<file path="src/rtl/rv_pkg.sv">
// Shared pipeline definitions: opcode constants, the tracked stage entry and
// the opcode-class helpers used by the hazard scoreboard.
package rv_pkg;

    localparam logic [6:0] OP_LOAD   = 7'b0000011;
    localparam logic [6:0] OP_STORE  = 7'b0100011;
    localparam logic [6:0] OP_BRANCH = 7'b1100011;
    localparam logic [6:0] OP_RTYPE  = 7'b0110011;

    // Widest register index an entry can hold; narrower indices are zero-extended.
    localparam int unsigned REG_AW_MAX = 8;

    typedef struct packed {
        logic                  valid;
        logic [REG_AW_MAX-1:0] rd;
        logic                  load;
    } stage_entry_t;

    function automatic logic uses_rs1(input logic [6:0] op);
        return (op[6] & ~op[3]) | ~op[2];
    endfunction

    function automatic logic uses_rs2(input logic [6:0] op);
        return (op == OP_RTYPE) || (op == OP_STORE) || (op == OP_BRANCH);
    endfunction

    function automatic logic writes_rd(input logic [6:0] op);
        return !((op == OP_STORE) || (op == OP_BRANCH));
    endfunction

    function automatic logic is_load(input logic [6:0] op);
        return op == OP_LOAD;
    endfunction

endpackage

</file>
<file path="src/rtl/hazard_scoreboard_if.sv">
// Decode-side bundle of the hazard scoreboard: decode slot, pipe control and
// the stall/forward/counter results.
interface hazard_scoreboard_if #(
    parameter int unsigned REG_AW = 5,
    parameter int unsigned DEPTH  = 3,
    parameter int unsigned CNT_W  = 16
);
    localparam int unsigned IDX_W = $clog2(DEPTH + 1);

    logic              id_valid;
    logic [6:0]        id_op;
    logic [REG_AW-1:0] id_rs1;
    logic [REG_AW-1:0] id_rs2;
    logic [REG_AW-1:0] id_rd;
    logic              hold;
    logic              flush;
    logic              stall;
    logic [IDX_W-1:0]  fwd_rs1;
    logic [IDX_W-1:0]  fwd_rs2;
    logic [CNT_W-1:0]  stall_cnt;

    // Decode / pipeline control side
    modport master (
        output id_valid, id_op, id_rs1, id_rs2, id_rd, hold, flush,
        input  stall, fwd_rs1, fwd_rs2, stall_cnt
    );

    // Scoreboard side
    modport slave (
        input  id_valid, id_op, id_rs1, id_rs2, id_rd, hold, flush,
        output stall, fwd_rs1, fwd_rs2, stall_cnt
    );

endinterface

</file>
<file path="src/rtl/hazard_match.sv">
// Per-source comparator: finds the youngest tracked entry writing the source
// register and decides whether it can be forwarded or must stall decode.
module hazard_match
    import rv_pkg::*;
#(
    parameter int unsigned DEPTH      = 3,
    parameter int unsigned LOAD_READY = 1,
    parameter int unsigned FWD_EN     = 1,
    parameter int unsigned IDX_W      = 2
) (
    input  stage_entry_t [DEPTH-1:0] entries,
    input  logic [REG_AW_MAX-1:0]    src,
    input  logic                     use_src,
    output logic [IDX_W-1:0]         win,
    output logic                     hazard
);

    // Scan oldest to youngest so the youngest match overwrites older ones.
    always_comb begin
        win    = '0;
        hazard = 1'b0;
        for (int k = int'(DEPTH) - 1; k >= 0; k--) begin
            if (use_src && entries[k].valid && (entries[k].rd != '0) &&
                (entries[k].rd == src)) begin
                win    = IDX_W'(k + 1);
                hazard = (FWD_EN == 0) || (entries[k].load && (k < int'(LOAD_READY)));
            end
        end
    end

endmodule

</file>
<file path="src/rtl/hazard_scoreboard.sv">
// Data-hazard unit: tracks destination registers of in-flight instructions past
// decode, checks both sources of the decoding instruction, and produces the
// decode stall, forwarding selects and a saturating hazard-stall counter.
module hazard_scoreboard
    import rv_pkg::*;
#(
    parameter int unsigned REG_AW     = 5,
    parameter int unsigned DEPTH      = 3,
    parameter int unsigned LOAD_READY = 1,
    parameter int unsigned FWD_EN     = 1,
    parameter int unsigned CNT_W      = 16
) (
    input logic               clk,
    input logic               rst_n,
    hazard_scoreboard_if.slave bus
);

    localparam int unsigned IDX_W = $clog2(DEPTH + 1);

    stage_entry_t [DEPTH-1:0] ent_q, ent_d;
    logic [CNT_W-1:0]         cnt_q;

    logic                  use1, use2, id_wr, id_load;
    logic [REG_AW_MAX-1:0] rs1_x, rs2_x, rd_x;
    logic [IDX_W-1:0]      win1, win2;
    logic                  haz1, haz2, haz_any, stall, insert, cnt_inc;

    assign use1    = uses_rs1(bus.id_op);
    assign use2    = uses_rs2(bus.id_op);
    assign id_wr   = writes_rd(bus.id_op);
    assign id_load = is_load(bus.id_op);
    assign rs1_x   = REG_AW_MAX'(bus.id_rs1);
    assign rs2_x   = REG_AW_MAX'(bus.id_rs2);
    assign rd_x    = REG_AW_MAX'(bus.id_rd);

    hazard_match #(
        .DEPTH      (DEPTH),
        .LOAD_READY (LOAD_READY),
        .FWD_EN     (FWD_EN),
        .IDX_W      (IDX_W)
    ) u_match_rs1 (
        .entries (ent_q),
        .src     (rs1_x),
        .use_src (use1),
        .win     (win1),
        .hazard  (haz1)
    );

    hazard_match #(
        .DEPTH      (DEPTH),
        .LOAD_READY (LOAD_READY),
        .FWD_EN     (FWD_EN),
        .IDX_W      (IDX_W)
    ) u_match_rs2 (
        .entries (ent_q),
        .src     (rs2_x),
        .use_src (use2),
        .win     (win2),
        .hazard  (haz2)
    );

    assign haz_any = bus.id_valid & (haz1 | haz2);
    assign stall   = bus.hold | haz_any;
    assign insert  = bus.id_valid & ~stall & id_wr;
    // Stalls caused by hold or cancelled by flush are not hazard stalls.
    assign cnt_inc = haz_any & ~bus.hold & ~bus.flush;

    assign bus.stall     = stall;
    assign bus.fwd_rs1   = (stall | haz1) ? '0 : win1;
    assign bus.fwd_rs2   = (stall | haz2) ? '0 : win2;
    assign bus.stall_cnt = cnt_q;

    // Next entries: flush clears, hold freezes, otherwise shift and insert/bubble.
    always_comb begin
        ent_d = ent_q;
        if (bus.flush) begin
            ent_d = '0;
        end else if (!bus.hold) begin
            for (int k = int'(DEPTH) - 1; k > 0; k--) begin
                ent_d[k] = ent_q[k-1];
            end
            ent_d[0] = '0;
            if (insert) begin
                ent_d[0].valid = 1'b1;
                ent_d[0].rd    = rd_x;
                ent_d[0].load  = id_load;
            end
        end
    end

    // Entry shift register.
    always_ff @(posedge clk or negedge rst_n) begin
        if (!rst_n) begin
            ent_q <= '0;
        end else begin
            ent_q <= ent_d;
        end
    end

    // Saturating hazard-stall counter.
    always_ff @(posedge clk or negedge rst_n) begin
        if (!rst_n) begin
            cnt_q <= '0;
        end else if (cnt_inc && (cnt_q != {CNT_W{1'b1}})) begin
            cnt_q <= cnt_q + CNT_W'(1);
        end
    end

endmodule

</file>
<file path="src/flat_wrapper.sv">
// flat-port wrapper written by rule: the top's interface ports become plain ports
module hazard_scoreboard_flat import rv_pkg::*;
#(
    parameter int unsigned REG_AW     = 5,
    parameter int unsigned DEPTH      = 3,
    parameter int unsigned LOAD_READY = 1,
    parameter int unsigned FWD_EN     = 1,
    parameter int unsigned CNT_W      = 16
)
  (clk, rst_n, bus_id_valid, bus_id_op, bus_id_rs1, bus_id_rs2, bus_id_rd, bus_hold, bus_flush, bus_stall, bus_fwd_rs1, bus_fwd_rs2, bus_stall_cnt);
  hazard_scoreboard_if #(.REG_AW(REG_AW), .DEPTH(DEPTH), .CNT_W(CNT_W)) bus_i ();
  input logic clk;
  input logic rst_n;
  input wire logic [$bits(bus_i.id_valid)-1:0] bus_id_valid;
  input wire logic [$bits(bus_i.id_op)-1:0] bus_id_op;
  input wire logic [$bits(bus_i.id_rs1)-1:0] bus_id_rs1;
  input wire logic [$bits(bus_i.id_rs2)-1:0] bus_id_rs2;
  input wire logic [$bits(bus_i.id_rd)-1:0] bus_id_rd;
  input wire logic [$bits(bus_i.hold)-1:0] bus_hold;
  input wire logic [$bits(bus_i.flush)-1:0] bus_flush;
  output wire logic [$bits(bus_i.stall)-1:0] bus_stall;
  output wire logic [$bits(bus_i.fwd_rs1)-1:0] bus_fwd_rs1;
  output wire logic [$bits(bus_i.fwd_rs2)-1:0] bus_fwd_rs2;
  output wire logic [$bits(bus_i.stall_cnt)-1:0] bus_stall_cnt;
  assign bus_i.id_valid = bus_id_valid;
  assign bus_i.id_op = bus_id_op;
  assign bus_i.id_rs1 = bus_id_rs1;
  assign bus_i.id_rs2 = bus_id_rs2;
  assign bus_i.id_rd = bus_id_rd;
  assign bus_i.hold = bus_hold;
  assign bus_i.flush = bus_flush;
  assign bus_stall = bus_i.stall;
  assign bus_fwd_rs1 = bus_i.fwd_rs1;
  assign bus_fwd_rs2 = bus_i.fwd_rs2;
  assign bus_stall_cnt = bus_i.stall_cnt;
  hazard_scoreboard #(.REG_AW(REG_AW), .DEPTH(DEPTH), .LOAD_READY(LOAD_READY), .FWD_EN(FWD_EN), .CNT_W(CNT_W)) u_core (.clk(clk), .rst_n(rst_n), .bus(bus_i));
endmodule
</file>
<file path="config.mk">
export PLATFORM = sky130hd
export DESIGN_NAME = hazard_scoreboard_flat
export DESIGN_NICKNAME = d
export VERILOG_FILES = /design/src/rtl/rv_pkg.sv /design/src/rtl/hazard_scoreboard_if.sv /design/src/rtl/hazard_match.sv /design/src/rtl/hazard_scoreboard.sv /design/src/flat_wrapper.sv
export SDC_FILE = /design/constraint.sdc
export NUM_CORES = 1
export LEC_CHECK = 0
export ABC_AREA = 1
export CORE_ASPECT_RATIO = 1.4
export CORE_MARGIN = 5
export CORE_UTILIZATION = 50
export CTS_CLUSTER_DIAMETER = 120
export DETAILED_ROUTE_END_ITERATION = 6
export GPL_ROUTABILITY_DRIVEN = 0
export PLACE_DENSITY = 0.78
export RECOVER_POWER = 25
export SLEW_MARGIN = 10
export SYNTH_ARGS = -nofsm -noshare
export SYNTH_HDL_FRONTEND = slang
export SYNTH_HIERARCHICAL = 1
export SYNTH_SLANG_ARGS = --single-unit
export TNS_END_PERCENT = 20
</file>
<file path="constraint.sdc">
create_clock -name clk -period 2.5 [get_ports clk]
set_input_delay 0.5 -clock clk [delete_from_list [all_inputs] [get_ports clk]]
set_output_delay 0.5 -clock clk [all_outputs]
set_load 0.1 [all_outputs]
</file>
==> metrics.txt, run 1 <==
status=finished, violations left; failing checks=setup timing; final worst slack=-179 ps; FF-to-FF path depth=13; r2r startpoint=u_core/ent_q[3]$_DFFE_PN0P_; fin util=0.746; Crit path depth=15; width of the die=75.5 um; WL final=8680 um; Worst Setup End Kind=primary output; non-filler cells, final=764; clock slew at reported path FFs=70 ps; max-slew violations=0; CP cell instances=buf_8, nor2_4, nand3_2, a211oi_4, nand2_1, nor2_1, nand2_1, nor2_1, nand3_1, nand2_1, nand2_1, inv_1, inv_1, nor2_4, buf_12; Worst setup SP type=input pin; Mapped Area=3010 um^2; CTS Hold Bufs=0; Hold Worst Slack=529 ps; Gate Count Post-Synth=525; Worst-Skew Late Latency=290 ps; input/output buffers=47; flop2flop setup slack=290 ps; share of cells above drive strength 1=0.176; P per Cell Area=303 nW/um^2; unrepaired setup endpoints after global routing=true; syn_area_per_cell=5.73 um^2; antenna cells=0; CTS sink cnt=35; vias in the first global route=3,407; Crit path arrival time=2180 ps; Buf/Inv on CP=4; CP Data Required Time=2000 ps; final cycle utilization of the critical path=1.07; via count=3,618; NumNets Final=721; die area=7690 um^2; DRC violation count after routing=0; Power Total=1.33 mW; post-route ant nets=0; crit path to=bus_fwd_rs2[1]; Most Frequent Cell on Critical Path=nand2_1; effective utilization at floorplan=0.513; Num CTS Buffers=5; Max VDD drop=0.369 mV; Vias/cell=4.74; CP top delay family=simple AND/OR/NAND/NOR gates; CTS Root Cell=clkbuf_8; DR WL/cell=11.4 um; most frequent cells in the layout=nand2_1, inv_1, nor2_1; largest stage delay on the critical path=230 ps; CTS tree=done; Core ar.=5860 um^2; DIE HEIGHT=102 um; synth warn=6; CTS max path bufs=2; fmax=373 MHz; gr ovfl total=0; Slew headroom=0.435; largest net degree at the start of global routing=36; most common cell after layout, fill and taps aside=nand2_1; Reg2Reg Capture Point=u_core/bus.stall_cnt[13]$_DFFE_PN0P_; Syn-to-layout area delta=45.5%; H-tree Lvls=2; crit path launch=bus_id_op[2]; setup TNS=-905 ps; final setup vio count=6; final hold vios=0; DP Cell Count=740; first-pass GRT wire length=14,600 um; worst-path fanout max=3; number of max-cap violations=0; IO Pins=48; Post-DP HPWL=6680 um; leak pwr=2.19 nW; slowest stage cell on the critical path=a211oi_4; Initial DRT Pass Iterations=7; Layout Skew=5.39 ps; total global-route track usage=0.243; Hold Crit Class=reg -> reg; Final min period=2680 ps; drt initial violations=202; Fill cells=511; initial antenna violation count=0; Worst-Margin Slew=848 ps; row count=33; Setup CP Type=in -> out
## worst reg2reg max path, delay by kind of cell, from the launching register on
kind	cells	cell delay [ps]
AO/OA/AOI/OAI	1	150
AND/OR/NAND/NOR	9	980
XOR/XNOR	1	190
flip-flops	1	470
buffers and inverters	2	350
## power breakdown
part / internal, mW / total (mW) / leakage (nW) / switching [mW]
Clock: 0.251 / 0.467 / 0.0505 / 0.217
Combinational: 0.125 / 0.274 / 1.66 / 0.149
Sequential: 0.573 / 0.585 / 0.486 / 0.0123
## worst min-delay path by stage
stage / endpoint / cells past startpoint / start
after detailed placement: u_core/ent_q[29]$_DFFE_PN0P_ / 2 / u_core/ent_q[29]$_DFFE_PN0P_
after CTS: u_core/ent_q[29]$_DFFE_PN0P_ / 2 / u_core/ent_q[29]$_DFFE_PN0P_
after global placement: u_core/ent_q[29]$_DFFE_PN0P_ / 2 / u_core/ent_q[29]$_DFFE_PN0P_
after global routing: u_core/ent_q[0]$_DFFE_PN0P_ / 2 / u_core/ent_q[0]$_DFFE_PN0P_
after floorplan: u_core/bus.stall_cnt[0]$_DFFE_PN0P_ / 0 / rst_n
final: u_core/ent_q[29]$_DFFE_PN0P_ / 2 / u_core/ent_q[29]$_DFFE_PN0P_
## metal layers
metal | vias to the layer above | part of all wire | global-route usage
met5 | - | 0 | 0
met4 | 0 | 0.054 | 0.128
met3 | 37 | 0.043 | 0.0268
met2 | 106 | 0.52 | 0.438
met1 | 1622 | 0.38 | 0.272
li1 | 1853 | - | -
## flip-flops by register name, summed over array words and instances (netlist names)
name / flops
u_core/bus.stall_cnt: 16
u_core/ent_q: 19
## repair_timing
item	in CTS	in global routing
pin swaps	18	7
gates cloned	0	0
resized for setup	41	8
buffers inserted	16	0
setup endpoints to repair	21	19
## stage by stage
step,instance area (um^2),worst slack (ps)
floorplan,3320,-566
global placement,4120,-573
detailed placement,4120,-612
CTS,4360,-261
global route,4380,-294
finish,4380,-179
## final cells by class
type | count | area [um^2] | area share
clock buffer | 7 | 96.3 | 0.0220
clock inverter | 1 | 7.51 | 0.00172
inverter | 104 | 390 | 0.0892
multi-input combinational | 449 | 2070 | 0.473
sequential | 35 | 876 | 0.200
tap | 70 | 87.6 | 0.0200
timing repair buffer | 98 | 850 | 0.194
Note: power is estimated with default switching activity, not from simulation.
==> run 2, diff against run 1 <==
--- a/config.mk
+++ b/config.mk
@@ -7,7 +7,7 @@
 export LEC_CHECK = 0
 export ABC_AREA = 1
 export CORE_ASPECT_RATIO = 1.4
-export CORE_MARGIN = 5
+export CORE_MARGIN = 2
 export CORE_UTILIZATION = 50
 export CTS_CLUSTER_DIAMETER = 120
 export DETAILED_ROUTE_END_ITERATION = 6
==> metrics.txt, run 2 (same netlist as run 1, synthesis figures left out) <==
CP Data Required Time=2000 ps (about the same); CTS max path bufs=2 (unchanged); Syn-to-layout area delta=43.5%; die area=6660 um^2 (-13%); post-route ant nets=0 (unchanged); first-pass GRT wire length=14,400 um (-1.4%); Setup CP Type=in -> out; fmax=374 MHz (+0.23%); total global-route track usage=0.274 (+0.0311); DR WL/cell=11.6 um (+2.0%); row count=33 (unchanged); Crit path arrival time=2170 ps (about the same); H-tree Lvls=2 (unchanged); failing checks=setup timing; Initial DRT Pass Iterations=5 (-2); Vias/cell=4.69 (-0.93%); leak pwr=2.15 nW (-2.0%); CTS Hold Bufs=0 (unchanged); IO Pins=48 (unchanged); Core ar.=5820 um^2 (-0.70%); Hold Worst Slack=540 ps (+10.8 ps); antenna cells=0 (unchanged); Fill cells=511 (unchanged); share of cells above drive strength 1=0.179 (+0.00309); vias in the first global route=3,341 (-1.9%); via count=3,528 (-2.5%); worst-path fanout max=2 (-1); largest net degree at the start of global routing=36 (unchanged); Max VDD drop=0.330 mV (-10%); Layout Skew=4.16 ps (-1.23 ps); Most flops, register=u_core/ent_q; drt initial violations=131 (-35%); Worst-Margin Slew=856 ps (+7.98 ps); Final min period=2670 ps (-6.13 ps); clock slew at reported path FFs=70 ps (about the same); P per Cell Area=316 nW/um^2 (+4.3%); final setup vio count=5 (-1); pre-CTS WS=-626 ps (-14.0 ps); Hold Crit Depth=2 (unchanged); Slew headroom=0.430 (-0.00532); Hold Crit Class=reg -> reg; CTS Root Cell=clkbuf_8; initial antenna violation count=0 (unchanged); WL final=8710 um (+0.41%); NumNets Final=709 (-1.7%); effective utilization at floorplan=0.516 (+0.00364); CTS sink cnt=35 (unchanged); input/output buffers=47 (unchanged); Worst setup SP type=input pin; Worst-Skew Late Latency=290 ps (about the same); gr ovfl total=0 (unchanged); most common cell after layout, fill and taps aside=nand2_1; final hold vios=0 (unchanged); width of the die=69.5 um (-7.9%); max reg flops=19 (unchanged); DRC violation count after routing=0 (unchanged); most frequent cells in the layout=nand2_1, inv_1, nor2_1; number of max-cap violations=0 (unchanged); DIE HEIGHT=95.8 um (-5.9%); final worst slack=-173 ps (+6.13 ps); max-slew violations=0 (unchanged); FF-to-FF path depth=17 (+4); unrepaired setup endpoints after global routing=true; Num CTS Buffers=5 (unchanged); final cycle utilization of the critical path=1.07 (-0.00245); Post-DP HPWL=6580 um (-1.6%); CTS tree=done; Worst Setup End Kind=primary output; status=finished, violations left
[run 2: cell count changes in the layout (fill, tap and decap cells not counted), moves of 3 or more]
cell / previous run / this run
buf_4: 66 / 51
nand2_1: 189 / 184
nand2_2: 5 / 10
clkdlybuf4s15_1: 4 / 0
buf_6: 1 / 4
clkbuf_2: 2 / 5
[run 2: through the flow]
| stage | total power, mW | util | setup TNS [ps] | instances | area [um^2] |
|---|---|---|---|---|---|
| after floorplan | 0.729 | - | -2420 | 592 | 3320 |
| after global placement | 0.842 | 0.705 | -11280 | 738 | 4100 |
| after detailed placement | 0.847 | 0.705 | -12580 | 738 | 4100 |
| after CTS | 1.36 | 0.736 | -1070 | 751 | 4290 |
| after global routing | 1.44 | 0.741 | -2160 | 752 | 4320 |
| final | 1.36 | 0.741 | -755 | 752 | 4320 |
[run 2: final cells by class]
cell class | instances | area [um^2] | share of cell area
well taps | 70 | 87.6 | 0.0203
clock buffers | 5 | 68.8 | 0.0159
flip-flops and latches | 35 | 876 | 0.203
multi-input cells | 449 | 2090 | 0.484
inverters | 104 | 395 | 0.0916
repair buffers | 86 | 754 | 0.175
clock inverters | 3 | 43.8 | 0.0101
[run 2: worst paths after layout]
check                                             start                              endpoint  slack, ps
min                        u_core/ent_q[29]$_DFFE_PN0P_          u_core/ent_q[29]$_DFFE_PN0P_        540
max in group asynchronous                         rst_n           u_core/ent_q[1]$_DFFE_PN0P_       1130
max                                        bus_id_op[2]                        bus_fwd_rs2[1]       -170
min reg2reg                u_core/ent_q[29]$_DFFE_PN0P_          u_core/ent_q[29]$_DFFE_PN0P_        540
min in group asynchronous                         rst_n  u_core/bus.stall_cnt[13]$_DFFE_PN0P_        830
max reg2reg                 u_core/ent_q[2]$_DFFE_PN0P_   u_core/bus.stall_cnt[4]$_DFFE_PN0P_        130
[run 2: worst max-delay path, cell delays in order]
cell and delay, ps:
buf_8 100, nor2_4 100, nand3_2 100, a211oi_2 220, buf_4 160, nand2_1 50
nor2_1 100, nand2_1 70, nor2_2 140, nand3_2 120, nand2_1 80, nand2_1 50
inv_1 50, inv_1 60, nor2_4 100, buf_12 180
[run 2: metal layers]
| layer | part of all wire | up-vias | global-route usage | wire, um |
|---|---|---|---|---|
| met2 | 0.54 | 91 | 0.535 | 4680 |
| li1 | - | 1821 | - | - |
| met1 | 0.38 | 1587 | 0.280 | 3300 |
| met5 | 0 | - | 0 | 0 |
| met3 | 0.040 | 29 | 0.0314 | 345 |
| met4 | 0.045 | 0 | 0.165 | 388 |
[run 2: timing repair]
| item | 4_1_cts | 5_1_grt |
|---|---|---|
| setup buffers | 5 | 1 |
| pin swaps | 17 | 14 |
| cloned | 0 | 0 |
| resized for setup | 46 | 22 |
| setup endpoints to repair | 21 | 21 |
[run 2: power by group]
part / internal [mW] / leakage (nW) / total [mW] / switching [mW]
Combinational: 0.113 / 1.61 / 0.260 / 0.147
Clock: 0.297 / 0.0581 / 0.520 / 0.223
Sequential: 0.573 / 0.486 / 0.584 / 0.0116
